### src/rtl/fxp_alu.sv
// Two-stage signed fixed-point ALU: ADD, SUB, MUL and MAC with overflow detection.
// Define FXP_ALU_SATURATE_EN to clamp out-of-range results; by default they wrap.
module fxp_alu #(
  parameter int wholeWidth    = 16,
  parameter int fractionWidth = 16
) (
  input  logic                                  clock,
  input  logic                                  reset,
  input  logic                                  calculate_en,
  input  logic [1:0]                            opcode,
  input  logic                                  acc_clear,
  input  logic [wholeWidth+fractionWidth-1:0]   valueOne,
  input  logic [wholeWidth+fractionWidth-1:0]   valueTwo,
  output logic [wholeWidth+fractionWidth-1:0]   result,
  output logic                                  result_valid,
  output logic                                  overflow
);

  localparam int W = wholeWidth + fractionWidth;
  localparam int X = 2 * W + 1;

  localparam logic [1:0] OpAdd = 2'd0;
  localparam logic [1:0] OpSub = 2'd1;
  localparam logic [1:0] OpMul = 2'd2;
  localparam logic [1:0] OpMac = 2'd3;

  logic         s1Valid;
  logic         s1Clear;
  logic [1:0]   s1Op;
  logic [W-1:0] s1A;
  logic [W-1:0] s1B;
  logic [W-1:0] acc;

  logic [2*W-1:0] aWide;
  logic [2*W-1:0] bWide;
  logic [2*W-1:0] prod;
  logic [2*W-1:0] prodShift;
  logic [X-1:0]   aExt;
  logic [X-1:0]   bExt;
  logic [X-1:0]   accExt;
  logic [X-1:0]   prodExt;
  logic [X-1:0]   exact;
  logic           isMac;
  logic           ovf;
  logic [W-1:0]   clipped;

  always_ff @(posedge clock) begin
    if (reset) begin
      s1Valid <= 1'b0;
      s1Clear <= 1'b0;
      s1Op    <= OpAdd;
      s1A     <= '0;
      s1B     <= '0;
    end else begin
      s1Valid <= calculate_en;
      s1Clear <= acc_clear;
      s1Op    <= opcode;
      s1A     <= valueOne;
      s1B     <= valueTwo;
    end
  end

  // Everything is evaluated exactly at X bits, wide enough for acc + product.
  always_comb begin
    aWide     = {{W{s1A[W-1]}}, s1A};
    bWide     = {{W{s1B[W-1]}}, s1B};
    prod      = aWide * bWide;
    prodShift = $signed(prod) >>> fractionWidth;
    aExt      = {{(X-W){s1A[W-1]}}, s1A};
    bExt      = {{(X-W){s1B[W-1]}}, s1B};
    accExt    = s1Clear ? '0 : {{(X-W){acc[W-1]}}, acc};
    prodExt   = {prodShift[2*W-1], prodShift};
    isMac     = (s1Op == OpMac);
    exact     = '0;
    case (s1Op)
      OpAdd:   exact = aExt + bExt;
      OpSub:   exact = aExt - bExt;
      OpMul:   exact = prodExt;
      default: exact = accExt + prodExt;
    endcase
    ovf = !((&exact[X-1:W-1]) || !(|exact[X-1:W-1]));
`ifdef FXP_ALU_SATURATE_EN
    if (ovf)
      clipped = exact[X-1] ? {1'b1, {(W-1){1'b0}}}
                           : {1'b0, {(W-1){1'b1}}};
    else
      clipped = exact[W-1:0];
`else
    clipped = exact[W-1:0];
`endif
  end

  always_ff @(posedge clock) begin
    if (reset) begin
      result       <= '0;
      result_valid <= 1'b0;
      overflow     <= 1'b0;
      acc          <= '0;
    end else begin
      result_valid <= s1Valid;
      if (s1Valid) begin
        result   <= clipped;
        overflow <= ovf;
      end
      if (s1Valid && isMac)
        acc <= clipped;
      else if (s1Clear)
        acc <= '0;
    end
  end

endmodule

### config.mk
export PLATFORM = sky130hd
export DESIGN_NAME = fxp_alu
export DESIGN_NICKNAME = d
export VERILOG_FILES = /design/src/rtl/fxp_alu.sv
export SDC_FILE = /design/constraint.sdc
export NUM_CORES = 2
export LEC_CHECK = 0
export ABC_AREA = 1
export BUFFER_PORTS_ARGS = -buffer_cell sky130_fd_sc_hd__buf_2
export CAP_MARGIN = 20
export CORE_AREA = 2 2 322 324
export DETAILED_ROUTE_END_ITERATION = 8
export DIE_AREA = 0 0 324 326
export MAX_ROUTING_LAYER = met4
export PLACE_DENSITY = 0.66
export SLEW_MARGIN = 20
export SYNTH_ARGS = -nofsm -noshare
export SYNTH_HDL_FRONTEND = slang
export SYNTH_SLANG_ARGS = --single-unit
export TNS_END_PERCENT = 5
### constraint.sdc
create_clock -name clock -period 12.5 [get_ports clock]
set_input_delay 2.5 -clock clock [delete_from_list [all_inputs] [get_ports clock]]
set_output_delay 2.5 -clock clock [all_outputs]
set_load 0.05 [all_outputs]
== After elaboration in Yosys (flattened, before gate mapping) ==
Cells that the tools add are included.
Storage, ports and cells
  flip-flop bits (word level): 134
  latch bits: 0
  bits in writable memories: 0
  ROM bits: 0
  input bits: 70
  output and inout port bits: 34
  logic and storage cells: 28
  memories: 0
Cells by class
  add/sub/neg operators: 3
  multipliers: 1
  div/mod/pow operators: 0
  order comparisons: 0
  eq/ne operators: 3
  shift-type cells: 0
  mux-type cells: 4
  bitwise operators: 0
  reductions and logical operators: 8
Operator list (count)
  65-bit one-hot mux with 3 select lines: 1
  65-bit adder: 1
  65-bit 2-to-1 mux: 1
  32-bit by 32-bit multiplier with 64-bit output: 1
  32-bit 2-to-1 mux: 2
  34-bit AND reduction: 1
  34-bit OR reduction: 1
  32-bit by 32-bit adder with 33-bit output: 1
  32-bit by 32-bit subtractor with 33-bit output: 1
  2-bit == test (second input constant): 2
  2-bit by 1-bit == test with 1-bit output (second input constant): 1
  1-bit logical NOT: 2
  2-bit logical NOT: 1
  2-bit nonzero test: 1
  1-bit logical AND: 1
  1-bit logical OR: 1

== Logic depth before layout (Yosys ltp) ==
  word-level depth: 7
  depth in mapped cells: 53
  mapped depth without buffers: 51

== Worst setup path after synthesis ==
Ideal clock, no wire load.
  kind: flip-flop to flip-flop
  start: reg s1A[31]
  end: reg overflow
  library setup time: 126 ps
  arrival time: 9038 ps
  setup slack: 3336 ps
  cell stages (with the launch flop): 44
  period minus slack after synthesis: 9164 ps
  cell sequence: dfxtp_1 clkbuf_1 clkbuf_1 nand2_1 inv_1 fa_1 fa_1 fa_1 inv_1 fa_1 fa_1 fa_1 fa_1 fa_1 inv_1 ha_1 nand2_1 nor2_1 [... 8 more ...] ha_1 nand2_1 nor2_1 inv_1 nor3_1 nand2_1 inv_1 nand3_1 nand4_1 nand2_1 nand2_1 nand3_1 nor2_1 nand2_1 nor2_1 nand3_1 nand2_1 a21oi_1
On the way
  cells in the longest elaborated chain, start to end: 7
RTL lines
  start, declared: line 30  | logic [W-1:0] s1A;
  start signal, assigned: line 58  | s1A <= valueOne;
  32-bit by 32-bit multiplier with 64-bit output: line 67  | prod = aWide * bWide;
  65-bit adder: line 79  | default: exact = accExt + prodExt;
  65-bit one-hot mux with 3 select lines (*): line 75  | case (s1Op)
  34-bit OR reduction: line 81  | ovf = !((&exact[X-1:W-1]) || !(|exact[X-1:W-1]));
  1-bit logical NOT: line 81
  1-bit logical OR (*): line 81
  1-bit logical NOT (*): line 81
  end signal, assigned: line 103  | overflow <= ovf;
  end, declared: line 16  | output logic overflow
Every way passes the cells marked *; elsewhere a longest branch is shown, timed or not.
A chain may end at the register's enable or synchronous reset.

== Worst setup path in the final report ==
Ends and elaborated chain as after synthesis.

==> implementation parameters <==
Parameter                              Value

Yosys
  Share of synthesized registers carrying an async set or reset ... 0%
  Instance count of the mapped netlist ... 7096
  Top flip-flop cell by instance count after synthesis ... sky130_fd_sc_hd__dfxtp_1
  Number of warning messages in the yosys log ... 0
  Synthesized area per cell ... 7.17 µm²
  Number of synthesized register bits ... 134
  Seq/Total Area, Yosys ... 5.27%
  Post-Syn Area ... 50900 µm²
  Count of flip-flops with a built-in enable after synthesis ... 0
  Syn_nets ... 8543
  Distinct cells, synth ... 49

Critical path
  Delay of the slowest critical-path stage ... 1.01 ns
  Required time worst endpoint ... 12.88 ns
  Critical path fanouts, max ... 36
  Critical Path AT ... 12.17 ns
  Crit. End Element ... flop
  Critical Path Start Type ... flop
  Cell with the largest stage delay on the worst path ... sky130_fd_sc_hd__fa_2
  Critical path's top delay family ... adder cells
  Startpoint-to-endpoint class of the critical path ... flop to flop
  Top cell by count, worst path ... sky130_fd_sc_hd__nand2_1
  Worst path bufs/invs ... 5

STA
  Remaining max-slew budget at the tightest pin ... 23.9%
  Total negative setup slack ... 0 ns
  Max Fclk ... 84.8 MHz
  Final period demand of the worst path ... 11.79 ns
  Endpoints failing hold ... 0
  Worst-Margin Slew ... 1.13 ns
  Part of the cycle the worst path needs ... 94.3%
  Fin. max-slew vios ... 0
  RSZ-0062 raised after global routing ... false
  Clock skew after layout ... 0.0296 ns
  Setup Viol. Count Final ... 0

Detailed routing
  Aggregate routed wire length ... 181 mm
  Number of iterations in the first detailed-routing pass ... 6
  DRC violation count after routing ... 0
  Drt initial violations ... 3614
  Mean routed wirelength per cell ... 21.4 µm
  Vias after detailed routing ... 43.7k
  Number of nets with antenna violations after detailed routing ... 0
  Avg Vias per Cell ... 5.15

Global route
  Combined global-route utilization of all metal layers ... 36.8%
  Maximum number of pins on one net before global-route repair ... 65
  Number of global-route vias before repair ... 45.7k
  Wire length of the first global-routing pass ... 280 mm
  Initial antenna violation count ... 1
  Global route total overflow ... 0

Finish
  Commonest non-fill, non-tap cell in the layout ... sky130_fd_sc_hd__inv_1
  Most frequent cells in the layout ... sky130_fd_sc_hd__inv_1, sky130_fd_sc_hd__nand2_1, sky130_fd_sc_hd__fa_1, sky130_fd_sc_hd__nor2_1, sky130_fd_sc_hd__ha_1
  Area growth from synthesis to final layout ... 5.33%
  Post-layout net count ... 8529
  Number of fill cells in the layout ... 10.2k
  Fraction of final layout cells with drive strength greater than 1 ... 4.54%

Floorplan
  Die X-Extent ... 324 µm
  Site row count ... 118
  Die height ... 326 µm
  Floorplan die area ... 106000 µm²
  Area of the core region ... 103000 µm²
  Number of primary I/O pins ... 104
  Initial Util ... 49.6%

Clock tree
  Clock slew at reported path FFs ... 0.08 ns
  Clock Root Buffer ... sky130_fd_sc_hd__clkbuf_16
  Number of buffers inserted to repair setup after CTS ... 0
  TritonCTS sink count ... 134
  Clock tree from TritonCTS ... yes
  Number of levels in the clock H-tree ... 4
  Clock tree buffer depth ... 2
  Number of buffers created by CTS ... 17
  Latest clock arrival within the worst-skew pair ... 0.53 ns

Placement
  Port buffer count ... 103
  Dpl hpwl ... 156 mm
  Routability cong. ... 1.04

Outcome
  Status ... completed

Run
  Max-cap violations ... 0

Min path
  Hold crit path type ... flop to flop
synth_stat cells (all sizes together), types with 8 or more instances:
cell | number | area share (%)
o2111ai | 9 | 0.15
nand3 | 172 | 1.8
a31oi | 8 | 0.098
nand2 | 2003 | 15
nor3 | 31 | 0.31
clkbuf | 232 | 1.7
ha | 293 | 7.2
and3 | 12 | 0.15
buf | 25 | 0.31
o21ai | 147 | 1.4
o21bai | 28 | 0.41
a21oi | 226 | 2.3
nor2 | 466 | 3.4
xor2 | 42 | 0.72
dfxtp | 134 | 5.3
and2 | 17 | 0.21
nand4 | 47 | 0.58
fa | 1084 | 43
or2 | 16 | 0.20
xnor2 | 31 | 0.53
a22oi | 15 | 0.22
inv | 2025 | 15
worst paths after layout:
kind / end / startpoint / slack, ns / cells after the start
setup / recovery: overflow / s1A[31] / 0.71 / 41
hold / removal: result[1] / result[1] / 0.50 / 2
setup reg to reg: overflow / s1A[31] / 0.71 / 41
hold reg to reg: result[1] / result[1] / 0.50 / 2
flip-flops by register name, summed over array words and instances (netlist names):
signal,cells
acc,32
result,32
s1A,32
s1B,32
s1Op,2
overflow,1
result_valid,1
s1Clear,1
s1Valid,1
layer usage:
layer	global-route usage (%)	up-vias	share of wire [%]
met2	58.5	1418	47
met3	4.97	313	6.3
li1	-	20200	-
met4	13.7	0	4.4
met5	-	-	0
met1	48.1	21800	42
cell type report:
type                       count  area (µm²)  area share (%)
multi-input combinational   4677       39500            73.8
inverter                    2028        7610            14.2
sequential                   134        2690            5.01
tap                         1380        1730            3.22
timing repair buffer         224        1440            2.69
clock buffer                  19         443           0.827
clock inverter                12         119           0.222
antenna                        2        5.00         0.00934
worst reg2reg max path: cells and delay by family (launching register included):
kind,cells,cell delay (ns)
adders and majority gates,10,5.81
and+or+nand+nor,25,4.54
AOI/OAI and AO/OA,1,0.06
DFF,1,0.32
buffers and inverters,5,0.92
cell families after synthesis:
family,share of synthesized area [%]
AOI/OAI and AO/OA,4.93
xor gates and xnor gates,1.26
adders and majority gates,49.9
buffers and inverters,17.0
DFF,5.27
and+or+nand+nor,21.7
timing repair:
item	4_1_cts	5_1_grt
setup endpoints to repair	0	1
gates resized for setup	0	1
hold buffers	0	0
stage by stage:
stage               setup slack (ns)  std cells  cell area, µm²  util (%)  hold WS (ns)
floorplan                       3.34       7096           50900         -         0.479
global placement               0.566       8443           53000      51.7         0.484
detailed placement             0.643       8443           53000      51.7         0.485
CTS                            0.549       8474           53600      52.2         0.500
global route                   0.220       8475           53600      52.2         0.536
finish                         0.712       8476           53600      52.2         0.500
Power is not shown: default switching activity piles up to over one toggle a cycle in this logic, so the estimate is an artifact.
